`src/rtl/pipe_hazard_ctrl.sv`:
```
// Stall/flush/halt sequencer for the 5-stage pipeline with a private EX/MEM/WB destination scoreboard.
// Outputs are combinational from state + ID inputs; the scoreboard, FSM and stall counter update on each rising edge.
module pipe_hazard_ctrl #(
    parameter int REG_W   = 3,
    parameter int STCNT_W = 16
) (
    input  logic               clk_i,
    input  logic               rst_ni,
    input  logic               id_valid_i,
    input  logic [REG_W-1:0]   id_rs_i,
    input  logic               id_rs_used_i,
    input  logic [REG_W-1:0]   id_rt_i,
    input  logic               id_rt_used_i,
    input  logic               id_wr_en_i,
    input  logic [REG_W-1:0]   id_wr_reg_i,
    input  logic               id_halt_i,
    input  logic               mem_redirect_i,
    output logic               pc_stall_o,
    output logic               id_ex_bubble_o,
    output logic               flush_if_id_o,
    output logic               flush_id_ex_o,
    output logic               flush_ex_mem_o,
    output logic               halted_o,
    output logic [STCNT_W-1:0] stall_count_o
);

    typedef enum logic [1:0] {RUN, DRAIN, HALTED} state_e;

    typedef struct packed {
        logic             v;
        logic [REG_W-1:0] r;
    } sb_t;

    state_e             state_q, state_d;
    logic [1:0]         drain_q, drain_d;
    logic               halted_q, halted_d;
    logic [STCNT_W-1:0] stall_cnt_q, stall_cnt_d;
    sb_t                sb_ex_q, sb_mem_q, sb_wb_q;
    sb_t                sb_ex_d, sb_mem_d, sb_wb_d;

    logic redirect;
    logic rs_match, rt_match, hazard;
    logic issue, stall_case;

    // Once halted the pipeline is empty, so a stray redirect has nothing to act on.
    assign redirect = mem_redirect_i && (state_q != HALTED);

    assign rs_match = (sb_ex_q.v  && (sb_ex_q.r  == id_rs_i)) ||
                      (sb_mem_q.v && (sb_mem_q.r == id_rs_i)) ||
                      (sb_wb_q.v  && (sb_wb_q.r  == id_rs_i));
    assign rt_match = (sb_ex_q.v  && (sb_ex_q.r  == id_rt_i)) ||
                      (sb_mem_q.v && (sb_mem_q.r == id_rt_i)) ||
                      (sb_wb_q.v  && (sb_wb_q.r  == id_rt_i));
    assign hazard   = id_valid_i && ((id_rs_used_i && rs_match) || (id_rt_used_i && rt_match));

    always_comb begin
        pc_stall_o     = 1'b0;
        id_ex_bubble_o = 1'b0;
        flush_if_id_o  = 1'b0;
        flush_id_ex_o  = 1'b0;
        flush_ex_mem_o = 1'b0;
        stall_case     = 1'b0;
        issue          = 1'b0;
        if (!rst_ni || redirect) begin
            flush_if_id_o  = 1'b1;
            flush_id_ex_o  = 1'b1;
            flush_ex_mem_o = 1'b1;
        end else if (state_q != RUN) begin
            pc_stall_o     = 1'b1;
            id_ex_bubble_o = 1'b1;
        end else if (hazard) begin
            pc_stall_o     = 1'b1;
            id_ex_bubble_o = 1'b1;
            stall_case     = 1'b1;
        end else begin
            issue = id_valid_i;
        end
    end

    always_comb begin
        state_d  = state_q;
        drain_d  = drain_q;
        halted_d = halted_q;
        case (state_q)
            RUN: begin
                if (issue && id_halt_i) begin
                    state_d = DRAIN;
                    drain_d = 2'd3;
                end
            end
            DRAIN: begin
                // drain_q == 3 means HALT sits in EX, still younger than a redirect in MEM.
                if (redirect && (drain_q == 2'd3)) begin
                    state_d = RUN;
                    drain_d = 2'd0;
                end else if (drain_q == 2'd1) begin
                    state_d  = HALTED;
                    drain_d  = 2'd0;
                    halted_d = 1'b1;
                end else begin
                    drain_d = drain_q - 2'd1;
                end
            end
            HALTED:  ;
            default: state_d = RUN;
        endcase
    end

    always_comb begin
        sb_wb_d  = sb_mem_q;
        sb_mem_d = redirect ? '0 : sb_ex_q;
        sb_ex_d  = issue ? sb_t'{v: id_wr_en_i, r: id_wr_reg_i} : '0;
        stall_cnt_d = stall_cnt_q;
        if (stall_case && (stall_cnt_q != {STCNT_W{1'b1}}))
            stall_cnt_d = stall_cnt_q + 1'b1;
    end

    always_ff @(posedge clk_i or negedge rst_ni) begin
        if (!rst_ni) begin
            state_q     <= RUN;
            drain_q     <= 2'd0;
            halted_q    <= 1'b0;
            stall_cnt_q <= '0;
            sb_ex_q     <= '0;
            sb_mem_q    <= '0;
            sb_wb_q     <= '0;
        end else begin
            state_q     <= state_d;
            drain_q     <= drain_d;
            halted_q    <= halted_d;
            stall_cnt_q <= stall_cnt_d;
            sb_ex_q     <= sb_ex_d;
            sb_mem_q    <= sb_mem_d;
            sb_wb_q     <= sb_wb_d;
        end
    end

    assign halted_o      = halted_q;
    assign stall_count_o = stall_cnt_q;

endmodule

```
`config.mk`:
```
export PLATFORM = sky130hd
export DESIGN_NAME = pipe_hazard_ctrl
export DESIGN_NICKNAME = d
export VERILOG_FILES = /design/src/rtl/pipe_hazard_ctrl.sv
export SDC_FILE = /design/constraint.sdc
export NUM_CORES = 1
export LEC_CHECK = 0
export BUFFER_PORTS_ARGS = -buffer_cell sky130_fd_sc_hd__buf_2
export CAP_MARGIN = 10
export CORE_MARGIN = 1.5
export CORE_UTILIZATION = 35
export DETAILED_ROUTE_END_ITERATION = 8
export HOLD_SLACK_MARGIN = 0.1
export SLEW_MARGIN = 10
export SYNTH_ARGS = -nofsm -noshare
export SYNTH_HDL_FRONTEND = slang
export SYNTH_SLANG_ARGS = --single-unit
```
`constraint.sdc`:
```
create_clock -name clk_i -period 5.65 [get_ports clk_i]
set_input_delay 1.13 -clock clk_i [delete_from_list [all_inputs] [get_ports clk_i]]
set_output_delay 1.13 -clock clk_i [all_outputs]
set_load 0.02 [all_outputs]
```
==> impl_results.md <==
- Worst skew pair latency: 0.27 ns
- Post-Syn Nets: 169
- Fin. max-slew vios: 0
- Diodes inserted: 0
- Synth top area share: 47.0%
- Clk slew on worst S/H paths: 0.06 ns
- LEAKAGE: 0.000947 uW
- Antenna violations before repair: 0
- Hold-fix buffers, CTS: 0
- Core Area: 4790 sq um
- Largest net degree at the start of global routing: 36
- Detailed-route via count: 1241
- Synth warn: 0
- Arrival time at the worst endpoint: 2.86 ns
- F_max: 251 MHz
- Worst min path class: register to register
- Syn Area/Cell: 11.8 sq um
- Clk root buf: clkbuf_8
- CP max stage cell: a31oi_2
- Buffers plus inverters on the worst setup path: 2
- Top Ports: 39
- WS Path Type: input pin to primary output
- CTS Buf Count: 5
- Clk buf depth: 2
- Multi-input gate area: 863 sq um
- DR iter-0 viols: 101
- Power per standard cell area: 265 nW/um^2
- First-pass DRT Iterations: 4
- Crit path required time: 4.52 ns
- Slew margin rel.: 41.1%
- Slew @ Worst Pin: 0.880 ns
- GRT Total Usage: 14.0%
- Clock sinks: 33
- Cell Chain, Critical Path: buf_2 > xnor2_1 > nand4_1 > a31oi_2 > o21ai_0 > a21oi_1 > buf_2
- Setup TNS: 0 ns
- Synth unique cells: 34
- Status: completed
- RSZ-0062 raised after global routing: no
- Most frequent CP cell: buf_2
- H-Tree Depth: 2
- GR Util met2: 20.8%
- GR Util met1: 20.1%
- Area taken by flip-flops and latches: 826 sq um
- Post-DP HPWL: 2500 microns
- Die W: 73.8 microns
- Period utilization: 70.5%
- Die ar.: 5450 sq um
- Die H: 73.8 microns
- Max VDD drop: 0.164 mV
- Post-Syn Area: 1760 sq um
- Met3 usage: 3.57%
- Worst path top cell family by delay: compound AO/OA/AOI/OAI gates
- First-pass GRT wire length: 5870 microns
- Final nets: 207
- Tmin final: 3.99 ns
- Seq/Total Area, Yosys: 47.0%
- Std cell rows: 25
- CP Launch Type: input pin
- Setup violators final: 0
- Critical path endpoint category: primary output
- Top cell type by total area after synthesis: dfrtp_1
- Synth area leaders: dfrtp_1 (47%), xnor2_1 (16%), and3_2 (3.8%)
- Final wirelength: 3470 microns
- Post-CTS setup buffer count: 0
- Via density: 4.87
- Final instance area: 2050 sq um
- Slowest cell delay on critical path: 0.74 ns
- Initial Utilization: 36.7%
- Synthesis-to-layout area growth: 17.0%
- FILL cells: 471
- DR WL/cell: 13.6 microns
- Gr ovfl total: 0
- CP max FO: 17
- Share of cells above drive strength 1: 32.4%
- Post-DRT Antenna Nets: 0
- # resized after CTS: 0
- RePlAce Congestion: 0.879
- Synth Instances: 149
- DP Area: 1970 sq um
- Synth Register Bits: 33
- Max-cap violations: 0
- Most used routing layer in global routing: met2
- Drc violations: 0
- PortBufs: 38
- Final Skew: 0.00600 ns
- Number of global-route vias before repair: 1218
- Most frequent cells in the layout: buf_2 (38), xnor2_1 (33), dfrtp_1 (33), and3_2 (9)
- Hold Vio Cnt, Final: 0
- Commonest non-fill, non-tap cell in the layout: buf_2
- CTS tree: yes
per-stage QoR:
step	worst slack [ns]	total power [uW]	instances	hold WS, ns	util, %
2_1_floorplan	1.84	353	149	0.373	-
3_3_place_gp	1.74	383	247	0.429	41.3
3_5_place_dp	1.70	385	247	0.424	41.3
4_1_cts	1.69	551	255	0.438	42.9
5_1_grt	1.44	581	255	0.456	42.9
6_report	1.66	544	255	0.440	42.9
final cells by class:
class                      instances  share of cell area [%]
timing repair buffer              38                    9.26
clock buffer                       8                    3.90
multi-input combinational        106                    42.0
inverter                           3                   0.548
sequential                        33                    40.2
tap                               67                    4.08
final timing paths:
kind                                     endpoint  slack (ns)  depth (start not counted)         from
worst max register to register         drain_q[0]        3.34                          5   sb_ex_q[2]
worst max-delay path               id_ex_bubble_o        1.66                          7   id_rt_i[1]
min in group asynchronous        stall_count_o[4]        0.92                          1       rst_ni
max in group asynchronous       stall_count_o[13]        4.24                          1       rst_ni
worst min register to register         sb_wb_q[3]        0.44                          0  sb_mem_q[3]
worst min-delay path                   sb_wb_q[3]        0.44                          0  sb_mem_q[3]
sequential cells by signal, summed over array words and instances (netlist names):
register,count
sb_wb_q,4
stall_count_o,16
state_q,2
halted_o,1
sb_ex_q,4
sb_mem_q,4
drain_q,2
cell families after synthesis:
logic type	count (synthesis)	share of synthesized area [%]
flip-flops	33	47.0
XOR/XNOR	33	16.5
buffers and inverters	10	3.78
AO/OA/AOI/OAI	26	13.7
multiplexers	1	0.641
AND/OR/NAND/NOR	43	16.3
adder cells (fa/ha/maj)	3	2.14
cells in the mapped netlist:
cell        n
dfrtp_1    33
xnor2_1    33
and3_2      9
and2_1      8
o211ai_1    8
nand4_1     6
o2111ai_1   6
nand2_1     4
and3_1      3
buf_4       3
ha_1        3
inv_1       3
nand2b_1    3
a21o_1      2
a21oi_1     2
and3_4      2
buf_2       2
buf_6       2
nor3_1      2
a221o_1     1
a22o_1      1
a31oi_2     1
a31oi_4     1
a41oi_4     1
and2_0      1
and2_2      1
and4_1      1
and4_2      1
mux2_2      1
nand4b_1    1
nor2_1      1
o21ai_0     1
o21ai_2     1
o2bb2ai_1   1
per-layer routing:
metal | vias to the layer above | part of all wire (%)
met3 | 2 | 4.0
met5 | - | 0
li1 | 610 | -
met1 | 608 | 49
met4 | 0 | 0.72
met2 | 21 | 46
power breakdown:
part	internal, uW	switching (uW)	total [uW]
logic	46.7	58.6	105
clock network	87.5	77.9	165
registers	257	16.6	273
total	391	153	544
worst reg2reg max path: cells and delay by family, from the launching register on:
| kind | cells | cell delay [ns] |
|---|---|---|
| DFF | 1 | 0.43 |
| xor gates and xnor gates | 1 | 0.19 |
| and+or+nand+nor | 2 | 0.42 |
| AOI/OAI and AO/OA | 2 | 1.15 |
Note: power is estimated with default switching activity, not from simulation.
